## src/rtl/div128_64.sv

```systemverilog
// ----------------------------------------------------------------------------
// div128_64 : sequential unsigned divider, 2*DW-bit dividend / DW-bit divisor.
//
// Inverse companion of the kara128 Karatsuba multiplier: a 128-bit product fed
// back with one operand recovers the other. Restoring division retiring
// STEPS_PER_CYCLE quotient bits per clock.
//
// Optional build macro: DIV_FAST_EN
//   When defined, the CHECK state also resolves yin==0 and bin==1 (upper half
//   zero) directly, with no error and error-path latency. When undefined those
//   operands take the normal iterative path and give identical results.
//
// Ports:
//   clk    in   1      system clock
//   rst_n  in   1      synchronous active-low reset
//   start  in   1      request level; launch on a 0->1 transition only
//   yin    in   2*DW   dividend
//   bin    in   DW     divisor
//   qout   out  DW     quotient
//   rout   out  DW     remainder
//   done   out  1      result valid, held until the next accepted launch
//   busy   out  1      operation in progress
//   err    out  2      bit0 divide-by-zero, bit1 quotient overflow (with done)
// ----------------------------------------------------------------------------
module div128_64 #(
  parameter int unsigned DW              = 64,
  parameter int unsigned STEPS_PER_CYCLE = 1
) (
  input  logic            clk,
  input  logic            rst_n,
  input  logic            start,
  input  logic [2*DW-1:0] yin,
  input  logic [DW-1:0]   bin,
  output logic [DW-1:0]   qout,
  output logic [DW-1:0]   rout,
  output logic            done,
  output logic            busy,
  output logic [1:0]      err
);

  localparam int unsigned ITERS = DW / STEPS_PER_CYCLE;
  localparam int unsigned CNT_W = (ITERS > 1) ? $clog2(ITERS) : 1;

  // Reject unsupported configurations at elaboration time
  if (!((STEPS_PER_CYCLE == 1) || (STEPS_PER_CYCLE == 2) || (STEPS_PER_CYCLE == 4))
      || ((DW % STEPS_PER_CYCLE) != 0)) begin : g_bad_cfg
    $error("div128_64: STEPS_PER_CYCLE must be 1, 2 or 4 and divide DW");
  end

  typedef enum logic [1:0] {
    IDLE  = 2'd0,
    CHECK = 2'd1,
    ITER  = 2'd2,
    DONE  = 2'd3
  } state_t;

  state_t            state_q, state_d;
  logic              start_q, start_d;
  logic [2*DW-1:0]   y_q,     y_d;
  logic [DW-1:0]     b_q,     b_d;
  logic [DW:0]       r_q,     r_d;
  logic [DW-1:0]     qs_q,    qs_d;
  logic [CNT_W-1:0]  cnt_q,   cnt_d;
  logic [DW-1:0]     qout_q,  qout_d;
  logic [DW-1:0]     rout_q,  rout_d;
  logic [1:0]        err_q,   err_d;
  logic              done_q,  done_d;
  logic              busy_q,  busy_d;

  logic              launch;
  logic [DW:0]       r_step;
  logic [DW-1:0]     q_step;

  // One clock of restoring division: STEPS_PER_CYCLE shift/compare/subtract
  // sub-steps. R stays below the divisor, so DW+1 bits hold the shifted value.
  always_comb begin
    r_step = r_q;
    q_step = qs_q;
    for (int i = 0; i < int'(STEPS_PER_CYCLE); i++) begin
      r_step = {r_step[DW-1:0], q_step[DW-1]};
      q_step = {q_step[DW-2:0], 1'b0};
      if (r_step >= {1'b0, b_q}) begin
        r_step    = r_step - {1'b0, b_q};
        q_step[0] = 1'b1;
      end
    end
  end

  // Only a fresh rising edge in an idle-type state starts an operation
  assign launch = start && !start_q && ((state_q == IDLE) || (state_q == DONE));

  // Next-state and output logic
  always_comb begin
    state_d = state_q;
    start_d = start;
    y_d     = y_q;
    b_d     = b_q;
    r_d     = r_q;
    qs_d    = qs_q;
    cnt_d   = cnt_q;
    qout_d  = qout_q;
    rout_d  = rout_q;
    err_d   = err_q;
    done_d  = done_q;
    busy_d  = busy_q;

    case (state_q)
      IDLE: begin
        if (launch) begin
          y_d     = yin;
          b_d     = bin;
          done_d  = 1'b0;
          err_d   = 2'b00;
          busy_d  = 1'b1;
          state_d = CHECK;
        end
      end

      CHECK: begin
        if (b_q == '0) begin
          err_d   = 2'b01;
          qout_d  = '1;
          rout_d  = y_q[DW-1:0];
          state_d = DONE;
        end else if (y_q[2*DW-1:DW] >= b_q) begin
          // Quotient would not fit in DW bits
          err_d   = 2'b10;
          qout_d  = '1;
          rout_d  = '1;
          state_d = DONE;
        end
`ifdef DIV_FAST_EN
        else if (y_q == '0) begin
          qout_d  = '0;
          rout_d  = '0;
          state_d = DONE;
        end else if (b_q == DW'(1)) begin
          // Upper half is zero here, otherwise the overflow check fired
          qout_d  = y_q[DW-1:0];
          rout_d  = '0;
          state_d = DONE;
        end
`endif
        else begin
          r_d     = {1'b0, y_q[2*DW-1:DW]};
          qs_d    = y_q[DW-1:0];
          cnt_d   = CNT_W'(ITERS - 1);
          state_d = ITER;
        end
      end

      ITER: begin
        r_d  = r_step;
        qs_d = q_step;
        if (cnt_q == '0) begin
          qout_d  = q_step;
          rout_d  = r_step[DW-1:0];
          state_d = DONE;
        end else begin
          cnt_d = cnt_q - CNT_W'(1);
        end
      end

      DONE: begin
        done_d = 1'b1;
        busy_d = 1'b0;
        if (launch) begin
          y_d     = yin;
          b_d     = bin;
          done_d  = 1'b0;
          err_d   = 2'b00;
          busy_d  = 1'b1;
          state_d = CHECK;
        end
      end

      default: begin
        state_d = IDLE;
      end
    endcase
  end

  // State and output registers; reset aborts any operation in flight
  always_ff @(posedge clk) begin
    if (!rst_n) begin
      state_q <= IDLE;
      start_q <= 1'b0;
      y_q     <= '0;
      b_q     <= '0;
      r_q     <= '0;
      qs_q    <= '0;
      cnt_q   <= '0;
      qout_q  <= '0;
      rout_q  <= '0;
      err_q   <= 2'b00;
      done_q  <= 1'b0;
      busy_q  <= 1'b0;
    end else begin
      state_q <= state_d;
      start_q <= start_d;
      y_q     <= y_d;
      b_q     <= b_d;
      r_q     <= r_d;
      qs_q    <= qs_d;
      cnt_q   <= cnt_d;
      qout_q  <= qout_d;
      rout_q  <= rout_d;
      err_q   <= err_d;
      done_q  <= done_d;
      busy_q  <= busy_d;
    end
  end

  assign qout = qout_q;
  assign rout = rout_q;
  assign err  = err_q;
  assign done = done_q;
  assign busy = busy_q;

endmodule

```

## config.mk

```make
export PLATFORM = sky130hd
export DESIGN_NAME = div128_64
export DESIGN_NICKNAME = d
export VERILOG_FILES = /design/src/rtl/div128_64.sv
export SDC_FILE = /design/constraint.sdc
export NUM_CORES = 1
export LEC_CHECK = 0
export BUFFER_PORTS_ARGS = -buffer_cell sky130_fd_sc_hd__buf_2
export CORE_UTILIZATION = 25
export CTS_BUF_LIST = sky130_fd_sc_hd__clkbuf_8
export CTS_CLUSTER_DIAMETER = 150
export DETAILED_ROUTE_END_ITERATION = 6
export GPL_ROUTABILITY_DRIVEN = 0
export PLACE_DENSITY = 0.41
export SLEW_MARGIN = 20
export SYNTH_ARGS = -nofsm -noshare
export SYNTH_HDL_FRONTEND = slang
export SYNTH_SLANG_ARGS = --single-unit
```

## constraint.sdc

```tcl
create_clock -name clk -period 9.1 [get_ports clk]
set_input_delay 0.91 -clock clk [delete_from_list [all_inputs] [get_ports clk]]
set_output_delay 0.91 -clock clk [all_outputs]
set_load 0.03 [all_outputs]
```

==> summary.log, run 1 <==
INFO  routing        ant_nets=0
INFO  global_route   grt_overflow_total=0
INFO  setup_path     worst_path_max_fanout=82
INFO  power          power.share.sequential=0.230
INFO  power          power_per_cell_area=490nW/um2
INFO  yosys          synth.avg_cell_area=7.72um2
INFO  sta            rsz0062_at_grt=false
INFO  final_layout   fin_nets=3,674
INFO  clock_tree     post_cts_resize_count=0
INFO  sta            slew-limit-headroom=0.122
INFO  power          power.share.combinational=0.614
INFO  yosys          synth_seq_cells=461
INFO  sta            fin_setup_tns=0ns
INFO  final_layout   fin_util=0.301
INFO  setup_path     timing.rr.start=b_q[52]
INFO  final_layout   post_route_cells_drive_above_1_share=0.155
INFO  sta            final-setup-viol-count=0
INFO  job            max_cap_viols=0
INFO  yosys          syn_inst=3,126
INFO  yosys          yosysTopAreaCellShare=0.382
INFO  sta            min_period=5.04ns
INFO  yosys          ys_dominant_reg_cell=sky130_fd_sc_hd__dfxtp_1
INFO  power          clockPowerShare=0.156
INFO  power          max-vdd-ir-drop=435uV
INFO  setup_path     cp.required=9.72ns
INFO  global_route   first_pass_grt_wire_length=152mm
INFO  clock_tree     clk_transition_reported_paths=0.06ns
INFO  placement      port_buffers=326
INFO  power          p_switching=7.45mW
INFO  yosys          post-synth-top-count-cell=sky130_fd_sc_hd__nand2_1
INFO  setup_path     crit_path_start=b_q[52]
INFO  routing        initialDrtViolationCount=1,568
INFO  clock_tree     cts_buffer_depth=3
INFO  yosys          synth-edff-count=0
INFO  setup_path     worst_r2r_path_depth=11
INFO  yosys          asyncSetResetFlopFracSynth=0
INFO  clock_tree     ctsHoldBuffers=0
INFO  routing        route.detailed.drc=0
INFO  sta            slew_limit_fails=0
INFO  power          p_leak=11.6nW
INFO  global_route   grt.total_usage=0.205
INFO  setup_path     worstPathArrival=5.66ns
INFO  die            placementRows=113
INFO  clock_tree     cts_root_buf=sky130_fd_sc_hd__clkbuf_8
INFO  routing        wl_per_cell=22.0um
INFO  placement      post_dp_cell_area=26,800um2
INFO  outcome        status=finished, final reports clean
INFO  routing        detail_routed_via_count_per_cell=5.01
INFO  sta            finalClockSkew=0.0459ns
INFO  clock_tree     htree_levels=3
INFO  routing        wl=103mm
INFO  die            die_extent_in_x=313um
INFO  clock_tree     cts_bufs_inserted=88
INFO  global_route   number_of_global_route_vias_before_repair=22,956
INFO  die            floorplan.initialDensity=0.253
INFO  setup_path     critical_path.endpoint_type=flop
INFO  global_route   grt_max_degree=185
INFO  setup_path     critical_path.startpoint_type=flop
INFO  clock_tree     cts_tree=done
INFO  final_layout   multi_input_area=13,700um2
INFO  die            std_cell_core_area=95,300um2
INFO  yosys          netlist_top_cells_count=sky130_fd_sc_hd__nand2_1 (590), sky130_fd_sc_hd__dfxtp_1 (461), sky130_fd_sc_hd__a21oi_1 (429), sky130_fd_sc_hd__nor2_1 (204), sky130_fd_sc_hd__clkbuf_1 (182)
INFO  yosys          syn_nets=3,457
INFO  global_route   grt_antenna_before_repair=5
INFO  yosys          cell_types_with_the_largest_area_share_after_synthesis=sky130_fd_sc_hd__dfxtp_1 (38%), sky130_fd_sc_hd__nand2_1 (9.2%), sky130_fd_sc_hd__a21oi_1 (8.9%), sky130_fd_sc_hd__ha_1 (7.0%), sky130_fd_sc_hd__o21ai_0 (3.8%)
INFO  sta            fin_hold_ws=0.421ns
INFO  yosys          netlist_area=24,100um2
INFO  clock_tree     clkLatencyLatePin=0.73ns
INFO  setup_path     crit_type=flop to flop
INFO  die            fp.dieH=313um
INFO  setup_path     timing.reg2reg.setup_slack=4.06ns
INFO  clock_tree     cts.sinks=461
INFO  final_layout   final_design_area_no_fill=28,700um2
INFO  clock_tree     cts_setup_buffers=0
INFO  sta            final-hold-violation-count=0
INFO  final_layout   regArea=9230um2
INFO  routing        drt-pass1-iter-count=5
INFO  routing        dr_total_vias=23,441
INFO  sta            worst_pin_slew=1.32ns
INFO  min_path       hold_path_class=input port to flop
INFO  sta            timing.final.crit_share=0.554
INFO  power          fin_total_pwr=14.1mW
INFO  power          internal_power_summed_over_all_cells=6.60mW
INFO  power          sw_frac_of_total=0.530
INFO  setup_path     worst_r2r_endpoint=rout[27]
INFO  setup_path     timing.critical_path.to=rout[27]
INFO  final_layout   area_growth_syn_to_layout=18.8%
INFO  yosys          synth.largest_area_cell=sky130_fd_sc_hd__dfxtp_1
INFO  die            die_area=97,800um2
INFO  yosys          synth.yosys.seq_area_share=0.382
INFO  die            num_io_pins=327
INFO  placement      dp_hpwl=75.3mm
INFO  sta            max_freq=198MHz
INFO  yosys          netlist-cell-type-count=89
INFO  yosys          ys_warn_count=0
INFO  final_layout   num-fill-cells=10,537
[registers in the layout (all words and copies together) (netlist names)]
| register | count |
|---|---|
| b_q | 64 |
| y_q | 128 |
| done | 1 |
| r_q | 64 |
| busy | 1 |
| qout | 64 |
| qs_q | 64 |
| cnt_q | 6 |
| state_q | 2 |
| rout | 64 |
| start_q | 1 |
| err | 2 |
[how the worst min path moves through the flow]
stage,slack [ns],startpoint,end,depth (start not counted)
6_report,0.42,yin[91],y_q[91],3
5_1_grt,0.40,yin[51],y_q[51],3
4_1_cts,0.34,yin[98],y_q[98],3
3_5_place_dp,0.44,qout[43],qout[43],2
3_3_place_gp,0.44,qout[30],qout[30],2
2_1_floorplan,0.44,y_q[60],y_q[60],2
[logic make-up (layout without fill, tap and decap cells)]
kind of cell    after synthesis  in the layout  share of synthesized area
xor+xnor                     47             47                     0.0171
compound gates             1028           1028                      0.258
simple gates               1056           1056                      0.189
flops                       461            461                      0.382
fa+ha+maj                   136            136                     0.0708
buf+inv                     328            616                     0.0531
other cells                   0              3                          0
mux                          70             70                     0.0294
[critical path, stage by stage, from the launching register on]
cell and delay (ns):
sky130_fd_sc_hd__dfxtp_1 0.32, sky130_fd_sc_hd__nor4_1 0.72, sky130_fd_sc_hd__nand4_1 0.38, sky130_fd_sc_hd__nor4_4 0.63
sky130_fd_sc_hd__nor2_1 0.07, sky130_fd_sc_hd__and4_1 0.23, sky130_fd_sc_hd__nand3_1 0.25, sky130_fd_sc_hd__nor2_1 0.19
sky130_fd_sc_hd__nor2_4 0.12, sky130_fd_sc_hd__buf_4 0.67, sky130_fd_sc_hd__nand2_1 0.85, sky130_fd_sc_hd__o31ai_1 0.47
[power by group through the flow]
| stage | registers (mW) | logic, mW | clock network (mW) |
|---|---|---|---|
| final | 3.24 | 8.62 | 2.19 |
| after global routing | 3.32 | 9.42 | 2.35 |
| after CTS | 3.25 | 8.62 | 2.26 |
| after detailed placement | 3.29 | 8.57 | 0 |
| after global placement | 3.28 | 8.62 | 0 |
| after floorplan | 3.54 | 5.37 | 0 |
[per-layer routing]
layer / vias to the layer above / global-route usage / part of all wire
li1: 11567 / - / -
met1: 11160 / 0.302 / 0.50
met2: 609 / 0.304 / 0.42
met3: 105 / 0.0329 / 0.056
met4: 0 / 0.0622 / 0.025
met5: - / 0 / 0
[cells in the final DEF (no fill, tap or decap), drive strengths merged, types with 9 or more instances in the layout]
cell type,Yosys,routed
a211oi,81,81
a21o,39,39
a21oi,431,431
a2bb2oi,11,11
a31oi,17,17
a32o,22,22
and2,9,9
and3,15,15
buf,47,356
clkbuf,182,112
clkinv,0,10
dfxtp,461,461
ha,135,135
inv,99,132
mux2i,66,66
nand2,592,592
nand2b,10,10
nand3,85,85
nand4,41,41
nor2,206,206
nor2b,13,13
nor3,23,23
nor4,26,26
o211ai,50,50
o21a,16,16
o21ai,229,229
o21bai,17,17
o22ai,21,21
o31ai,25,25
or3,13,13
xnor2,25,25
xor2,22,22
[metrics by stage]
stage / std cells / setup slack, ns
6_report: 4682 / 4.06
4_1_cts: 4679 / 3.61
3_5_place_dp: 4518 / 3.64
3_3_place_gp: 4518 / 3.71
2_1_floorplan: 3126 / 5.92
5_1_grt: 4680 / 3.69
[final cells by class]
class / count / share of cell area
antenna: 3 / 0.000262
clock buffer: 112 / 0.0537
clock inverter: 49 / 0.0114
inverter: 99 / 0.0132
multi-input combinational: 2337 / 0.478
sequential: 461 / 0.322
tap: 1265 / 0.0552
timing repair buffer: 356 / 0.0661
No activity file was read; power rests on OpenSTA's default activity.
==> run 2, diff against run 1 <==
- clock period: 9.1 -> 5.1 ns (I/O delays scaled with it)
==> run 2 against run 1 <==
  * Hold slack lost 0.38 ns
  * Non-clock buffer count grew 92
  * Die area is the same
  * Register-to-register slack lost 3.4 ns
  * Setup slack lost 3.4 ns
  * Via count grew 2.1%
  * Critical endpoint is now r_q[41]
  * Largest power group unchanged
  * Highest routed layer is now met5
==> summary.log, run 2 (same netlist as run 1, synthesis figures left out) <==
INFO  routing        wl=105mm [was 103 mm]
INFO  setup_path     timing.reg2reg.setup_slack=0.67ns [was 4.06 ns]
INFO  clock_tree     htree_levels=3 [unchanged]
INFO  die            die_extent_in_x=313um [unchanged]
INFO  setup_path     crit_type=flop to flop [unchanged]
INFO  min_path       hold_path_class=input port to flop [unchanged]
INFO  clock_tree     clkLatencyLatePin=0.73ns [about the same]
INFO  final_layout   fin_nets=3,768 [was 3,674]
INFO  setup_path     timing.critical_path.buf_inv=2 [was 1]
INFO  global_route   grt_antenna_before_repair=8 [was 5]
INFO  sta            worst_pin_slew=1.02ns [was 1.32 ns]
INFO  final_layout   final_design_area_no_fill=29,500um2 [was 28,700 um2]
INFO  die            die_area=97,800um2 [unchanged]
INFO  clock_tree     cts_tree=done [unchanged]
INFO  power          max-vdd-ir-drop=917uV [was 435 uV]
INFO  min_path       timing.hold.worst.start=yin[74] [was yin[91]]
INFO  clock_tree     post_cts_resize_count=0 [unchanged]
INFO  sta            final-setup-viol-count=0 [unchanged]
INFO  setup_path     worst_path_max_delay_cell=sky130_fd_sc_hd__nor2_4 [was sky130_fd_sc_hd__nand2_1]
INFO  power          clockPowerShare=0.151 [was 0.156]
INFO  clock_tree     cts_setup_buffers=0 [unchanged]
INFO  placement      port_buffers=326 [unchanged]
INFO  setup_path     worst_r2r_path_depth=13 [was 11]
INFO  die            num_io_pins=327 [unchanged]
INFO  power          p_leak=12.0nW [was 11.6 nW]
INFO  routing        detail_routed_via_count_per_cell=5.02 [was 5.01]
INFO  final_layout   area_growth_syn_to_layout=22.4% [was 18.8%]
INFO  power          power.share.combinational=0.618 [was 0.614]
INFO  setup_path     chain_of_cells_forming_the_critical_path=inv_1 > ha_1 > a21oi_1 > o221ai_1 > o211ai_1 > nand3_1 > o2111ai_2 > a211oi_2 > nor2_4 > buf_4 > nor2_1 > a211oi_1 > o31ai_1 [was nor4_1 > nand4_1 > nor4_4 > nor2_1 > and4_1 > nand3_1 > nor2_1 > nor2_4 > buf_4 > nand2_1 > o31ai_1]
INFO  sta            rsz0062_at_grt=false [unchanged]
INFO  routing        route.detailed.drc=0 [unchanged]
INFO  routing        ant_nets=0 [unchanged]
INFO  global_route   first_pass_grt_wire_length=155mm [was 152 mm]
INFO  setup_path     critical_path.startpoint_type=flop [unchanged]
INFO  clock_tree     cts.sinks=461 [unchanged]
INFO  clock_tree     cts_root_buf=sky130_fd_sc_hd__clkbuf_8 [unchanged]
INFO  setup_path     worst_r2r_endpoint=r_q[41] [was rout[27]]
INFO  clock_tree     clk_transition_reported_paths=0.06ns [about the same]
INFO  clock_tree     cts_bufs_inserted=90 [was 88]
INFO  setup_path     critical_path.max_stage_delay=0.78ns [was 0.85 ns]
INFO  die            floorplan.initialDensity=0.253 [unchanged]
INFO  routing        initialDrtViolationCount=1,582 [was 1,568]
INFO  power          internal_power_summed_over_all_cells=11.9mW [was 6.60 mW]
INFO  final_layout   flip_flop_count_of_the_largest_register_after_layout=128 [unchanged]
INFO  power          power_per_cell_area=850nW/um2 [was 490 nW/um2]
INFO  min_path       worst_hold_path.num_cells=3 [unchanged]
INFO  sta            fin_ws=0.666ns [was 4.06 ns]
INFO  die            std_cell_core_area=95,300um2 [unchanged]
INFO  sta            slew_limit_fails=0 [unchanged]
INFO  min_path       min_to=y_q[74] [was y_q[91]]
INFO  sta            final-hold-violation-count=0 [unchanged]
INFO  routing        wl_per_cell=21.9um [was 22.0 um]
INFO  power          power.share.sequential=0.231 [was 0.230]
INFO  outcome        status=finished, final reports clean [unchanged]
INFO  setup_path     worstPathArrival=4.99ns [was 5.66 ns]
INFO  sta            min_period=4.43ns [was 5.04 ns]
INFO  power          p_switching=13.2mW [was 7.45 mW]
INFO  die            placementRows=113 [unchanged]
INFO  placement      placed_cells=4,538 [was 4,518]
INFO  setup_path     timing.rr.start=b_q[20] [was b_q[52]]
INFO  placement      post_dp_cell_area=27,000um2 [was 26,800 um2]
INFO  sta            fin_hold_ws=0.0428ns [was 0.421 ns]
INFO  final_layout   most_frequent_cells_in_the_layout=sky130_fd_sc_hd__nand2_1 (588), sky130_fd_sc_hd__dfxtp_1 (461), sky130_fd_sc_hd__a21oi_1 (428), sky130_fd_sc_hd__buf_2 (325), sky130_fd_sc_hd__nor2_1 (203) [unchanged]
INFO  power          sw_frac_of_total=0.527 [was 0.530]
INFO  final_layout   final_common_cell=sky130_fd_sc_hd__nand2_1 [unchanged]
INFO  job            max_cap_viols=0 [unchanged]
INFO  die            fp.dieH=313um [unchanged]
INFO  placement      pre_cts_slack=0.663ns [was 3.64 ns]
INFO  clock_tree     cts_buffer_depth=3 [unchanged]
INFO  global_route   number_of_global_route_vias_before_repair=23,339 [was 22,956]
INFO  final_layout   layoutNonFillerInstCount=4,772 [was 4,682]
INFO  setup_path     critical_path.endpoint_type=flop [unchanged]
INFO  placement      dp_hpwl=76.7mm [was 75.3 mm]
INFO  sta            max_freq=226MHz [was 198 MHz]
INFO  global_route   grt_overflow_total=0 [unchanged]
INFO  final_layout   biggest_register=y_q [unchanged]
INFO  routing        dr_total_vias=23,937 [was 23,441]
INFO  sta            finalClockSkew=0.0429ns [was 0.0459 ns]
INFO  clock_tree     ctsHoldBuffers=72 [was 0]
INFO  sta            timing.final.crit_share=0.869 [was 0.554]
INFO  global_route   grt.total_usage=0.208 [was 0.205]
INFO  final_layout   post_route_cells_drive_above_1_share=0.156 [was 0.155]
INFO  sta            slew-limit-headroom=0.320 [was 0.122]
INFO  setup_path     critical_path.top_delay_family=compound AO/OA/AOI/OAI gates [was simple AND/OR/NAND/NOR gates]
INFO  setup_path     worst_path_max_fanout=36 [was 82]
INFO  routing        drt-pass1-iter-count=5 [unchanged]
INFO  setup_path     cp.required=5.66ns [was 9.72 ns]
INFO  global_route   grt_max_degree=184 [was 185]
INFO  sta            fin_setup_tns=0ns [unchanged]
[run 2: stage by stage]
step           utilization  power (mW)
2_1_floorplan            -        15.9
3_3_place_gp         0.283        21.5
3_5_place_dp         0.283        21.4
4_1_cts              0.310        25.3
5_1_grt              0.310        27.0
6_report             0.310        25.1
[run 2: cell type report]
type / instances / area, um2
multi-input combinational: 2337 / 13700
sequential: 461 / 9230
clock inverter: 49 / 302
timing repair buffer: 448 / 2840
antenna: 5 / 12.5
fill: 10481 / 65800
clock buffer: 108 / 1490
inverter: 99 / 379
tap: 1265 / 1580
[run 2: worst max path at each step]
| stage | start | slack [ns] | end | cells after the start |
|---|---|---|---|---|
| CTS | b_q[20] | 0.63 | r_q[41] | 13 |
| floorplan | b_q[0] | 1.92 | r_q[62] | 13 |
| global placement | b_q[20] | 0.69 | r_q[41] | 13 |
| finish | b_q[20] | 0.67 | r_q[41] | 13 |
| global route | b_q[20] | 0.34 | r_q[41] | 13 |
| detailed placement | b_q[20] | 0.66 | rout[41] | 13 |
[run 2: tightest hold or removal path: cells and delay by family]
family | cells | cell delay [ns]
simple gates | 1 | 0.05
compound gates | 1 | 0.05
buf+inv | 1 | 0.10
[run 2: power groups by stage]
stage	Combinational (mW)	Clock, mW	Sequential [mW]
6_report	15.5	3.78	5.80
5_1_grt	17.0	4.07	5.95
4_1_cts	15.6	3.91	5.82
3_5_place_dp	15.5	0	5.89
3_3_place_gp	15.6	0	5.88
2_1_floorplan	9.59	0	6.32
[run 2: metal layers]
metal	vias to the layer above	global-route usage	share of wire	wire length, um
met5	-	0	0.00039	41
met4	6	0.0493	0.020	2050
met3	130	0.0323	0.053	5530
met2	615	0.319	0.43	45300
met1	11444	0.303	0.49	51700
li1	11742	-	-	-
==> run 3, diff against run 2 <==
- CELL_PAD_IN_SITES_DETAIL_PLACEMENT: default -> 1
- CELL_PAD_IN_SITES_GLOBAL_PLACEMENT: default -> 1
- PLACE_DENSITY: 0.41 -> 0.52
==> run 3 against run 2 <==
  * Flip-flop and latch count stayed put
  * Utilization is 1.0 points higher
  * First-iteration DRC count is 25% lower
  * Setup slack better by 0.11 ns
  * Sequential power hardly changed
  * Clock skew is 0.014 ns higher
  * Largest cell class unchanged
==> summary.log, run 3 (same netlist as run 1, synthesis figures left out) <==
INFO  die            placementRows=113 [unchanged]
INFO  global_route   grt_antenna_before_repair=4 [was 8]
INFO  sta            rsz0062_at_grt=false [unchanged]
INFO  final_layout   fin_util=0.320 [was 0.310]
INFO  clock_tree     post_cts_resize_count=0 [unchanged]
INFO  clock_tree     cts_bufs_inserted=93 [was 90]
INFO  sta            max_freq=231MHz [was 226 MHz]
INFO  sta            finalClockSkew=0.0573ns [was 0.0429 ns]
INFO  min_path       min_to=b_q[12] [was y_q[74]]
INFO  final_layout   most_frequent_cells_in_the_layout=sky130_fd_sc_hd__nand2_1 (588), sky130_fd_sc_hd__dfxtp_1 (461), sky130_fd_sc_hd__a21oi_1 (428), sky130_fd_sc_hd__buf_2 (325), sky130_fd_sc_hd__nor2_1 (203) [unchanged]
INFO  clock_tree     cts_buffer_depth=3 [unchanged]
INFO  routing        initialDrtViolationCount=1,190 [was 1,582]
INFO  outcome        status=finished, final reports clean [unchanged]
INFO  routing        detail_routed_via_count_per_cell=5.01 [was 5.02]
INFO  die            die_area=97,800um2 [unchanged]
INFO  setup_path     cp.required=5.73ns [was 5.66 ns]
INFO  sta            fin_setup_tns=0ns [unchanged]
INFO  die            num_io_pins=327 [unchanged]
INFO  placement      placed_cells=4,562 [was 4,538]
INFO  routing        dr_total_vias=24,362 [was 23,937]
INFO  setup_path     worst_r2r_endpoint=r_q[57] [was r_q[41]]
INFO  setup_path     critical_path.endpoint_type=flop [unchanged]
INFO  global_route   number_of_global_route_vias_before_repair=24,815 [was 23,339]
INFO  final_layout   flip_flop_count_of_the_largest_register_after_layout=128 [unchanged]
INFO  sta            min_period=4.32ns [was 4.43 ns]
INFO  setup_path     worst_path_max_fanout=41 [was 36]
INFO  sta            final-setup-viol-count=0 [unchanged]
INFO  setup_path     timing.rr.start=b_q[36] [was b_q[20]]
INFO  die            die_extent_in_x=313um [unchanged]
INFO  min_path       timing.hold.worst.start=bin[12] [was yin[74]]
INFO  final_layout   fin_nets=3,853 [was 3,768]
INFO  sta            final-hold-violation-count=0 [unchanged]
INFO  setup_path     timing.reg2reg.setup_slack=0.78ns [was 0.67 ns]
INFO  routing        wl_per_cell=22.0um [was 21.9 um]
INFO  setup_path     worst_r2r_path_depth=12 [was 13]
INFO  setup_path     worstPathArrival=4.95ns [was 4.99 ns]
INFO  min_path       worst_hold_path.num_cells=3 [unchanged]
INFO  job            max_cap_viols=0 [unchanged]
INFO  global_route   grt_overflow_total=0 [unchanged]
INFO  clock_tree     clkLatencyLatePin=0.76ns [was 0.73 ns]
INFO  setup_path     crit_type=flop to flop [unchanged]
INFO  die            fp.dieH=313um [unchanged]
INFO  final_layout   biggest_register=y_q [unchanged]
INFO  clock_tree     cts_tree=done [unchanged]
INFO  routing        drt-pass1-iter-count=5 [unchanged]
INFO  global_route   grt.total_usage=0.214 [was 0.208]
INFO  final_layout   area_growth_syn_to_layout=26.5% [was 22.4%]
INFO  min_path       hold_path_class=input port to flop [unchanged]
INFO  clock_tree     clk_transition_reported_paths=0.06ns [about the same]
INFO  final_layout   layoutNonFillerInstCount=4,863 [was 4,772]
INFO  placement      dp_hpwl=79.2mm [was 76.7 mm]
INFO  routing        route.detailed.drc=0 [unchanged]
INFO  placement      port_buffers=326 [unchanged]
INFO  die            floorplan.initialDensity=0.253 [unchanged]
INFO  die            std_cell_core_area=95,300um2 [unchanged]
INFO  power          p_leak=12.4nW [was 12.0 nW]
INFO  final_layout   final_common_cell=sky130_fd_sc_hd__nand2_1 [unchanged]
INFO  sta            slew-limit-headroom=0.0916 [was 0.320]
INFO  sta            timing.final.crit_share=0.848 [was 0.869]
INFO  routing        wl=107mm [was 105 mm]
INFO  routing        ant_nets=0 [unchanged]
INFO  sta            worst_pin_slew=1.36ns [was 1.02 ns]
INFO  power          max-vdd-ir-drop=624uV [was 917 uV]
INFO  global_route   grt_max_degree=166 [was 184]
INFO  setup_path     crit_path_start=b_q[36] [was b_q[20]]
INFO  clock_tree     cts.sinks=461 [unchanged]
INFO  clock_tree     cts_root_buf=sky130_fd_sc_hd__clkbuf_8 [unchanged]
INFO  final_layout   post_route_cells_drive_above_1_share=0.163 [was 0.156]
INFO  sta            slew_limit_fails=0 [unchanged]
INFO  clock_tree     htree_levels=3 [unchanged]
INFO  global_route   first_pass_grt_wire_length=160mm [was 155 mm]
INFO  power          power_per_cell_area=847nW/um2 [was 850 nW/um2]
INFO  clock_tree     cts_setup_buffers=0 [unchanged]
INFO  setup_path     critical_path.startpoint_type=flop [unchanged]
## run 3: stage by stage
step | cell area [um2] | total power [mW] | setup WS (ns) | hold slack, ns
5_1_grt | 30500 | 27.8 | 0.490 | 0.00458
6_report | 30500 | 25.9 | 0.776 | 0.0537
3_5_place_dp | 27300 | 21.8 | 0.628 | 0.443
4_1_cts | 30500 | 26.1 | 0.618 | 0.00206
2_1_floorplan | 24100 | 15.9 | 1.92 | 0.436
3_3_place_gp | 27300 | 21.8 | 0.669 | 0.436
## run 3: how the worst max path moves through the flow
| stage | cells past startpoint | endpoint | slack (ns) |
|---|---|---|---|
| after CTS | 11 | rout[32] | 0.62 |
| after floorplan | 13 | r_q[62] | 1.92 |
| after global routing | 13 | r_q[57] | 0.49 |
| final | 12 | r_q[57] | 0.78 |
| after global placement | 11 | rout[32] | 0.67 |
| after detailed placement | 11 | rout[32] | 0.63 |
## run 3: timing repair
item                                    4_1_cts  5_1_grt
endpoints found under the setup margin        0        0
hold buffers                                130        0
hold endpoints to repair                    130        0
## run 3: worst max-delay path, cell delays in order (launching register included)
cell and delay, ns:
sky130_fd_sc_hd__dfxtp_1 0.54, sky130_fd_sc_hd__inv_1 0.15, sky130_fd_sc_hd__ha_1 0.43, sky130_fd_sc_hd__a21oi_1 0.22, sky130_fd_sc_hd__o21ai_0 0.18, sky130_fd_sc_hd__a21o_1 0.19
sky130_fd_sc_hd__a21oi_1 0.26, sky130_fd_sc_hd__a211oi_2 0.18, sky130_fd_sc_hd__nor2_4 0.87, sky130_fd_sc_hd__buf_4 0.35, sky130_fd_sc_hd__nand2_1 0.26, sky130_fd_sc_hd__o22ai_1 0.43
sky130_fd_sc_hd__o21ai_0 0.14
## run 3: power breakdown
part           internal [mW]  switching, mW
registers               4.81          0.997
clock network           2.19           1.85
logic                   5.35           10.7
## run 3: layer usage
layer  wire length [um]  up-vias  GRT usage  part of all wire
met2              46200      527      0.329              0.43
li1                   -    11921          -                 -
met1              53600    11777      0.307              0.50
met4               2560        0     0.0574             0.024
met3               4830      137     0.0363             0.045
met5                  0        -          0                 0
## run 3: area by class of cell
type                    count  area (um2)
inverters                  99         379
clock buffers             121        1670
multi-input cells        2337       13700
fillers                 11612       64800
flip-flops and latches    461        9230
diodes                      2        5.00
well taps                1265        1580
clock inverters            48         285
repair buffers            530        3670
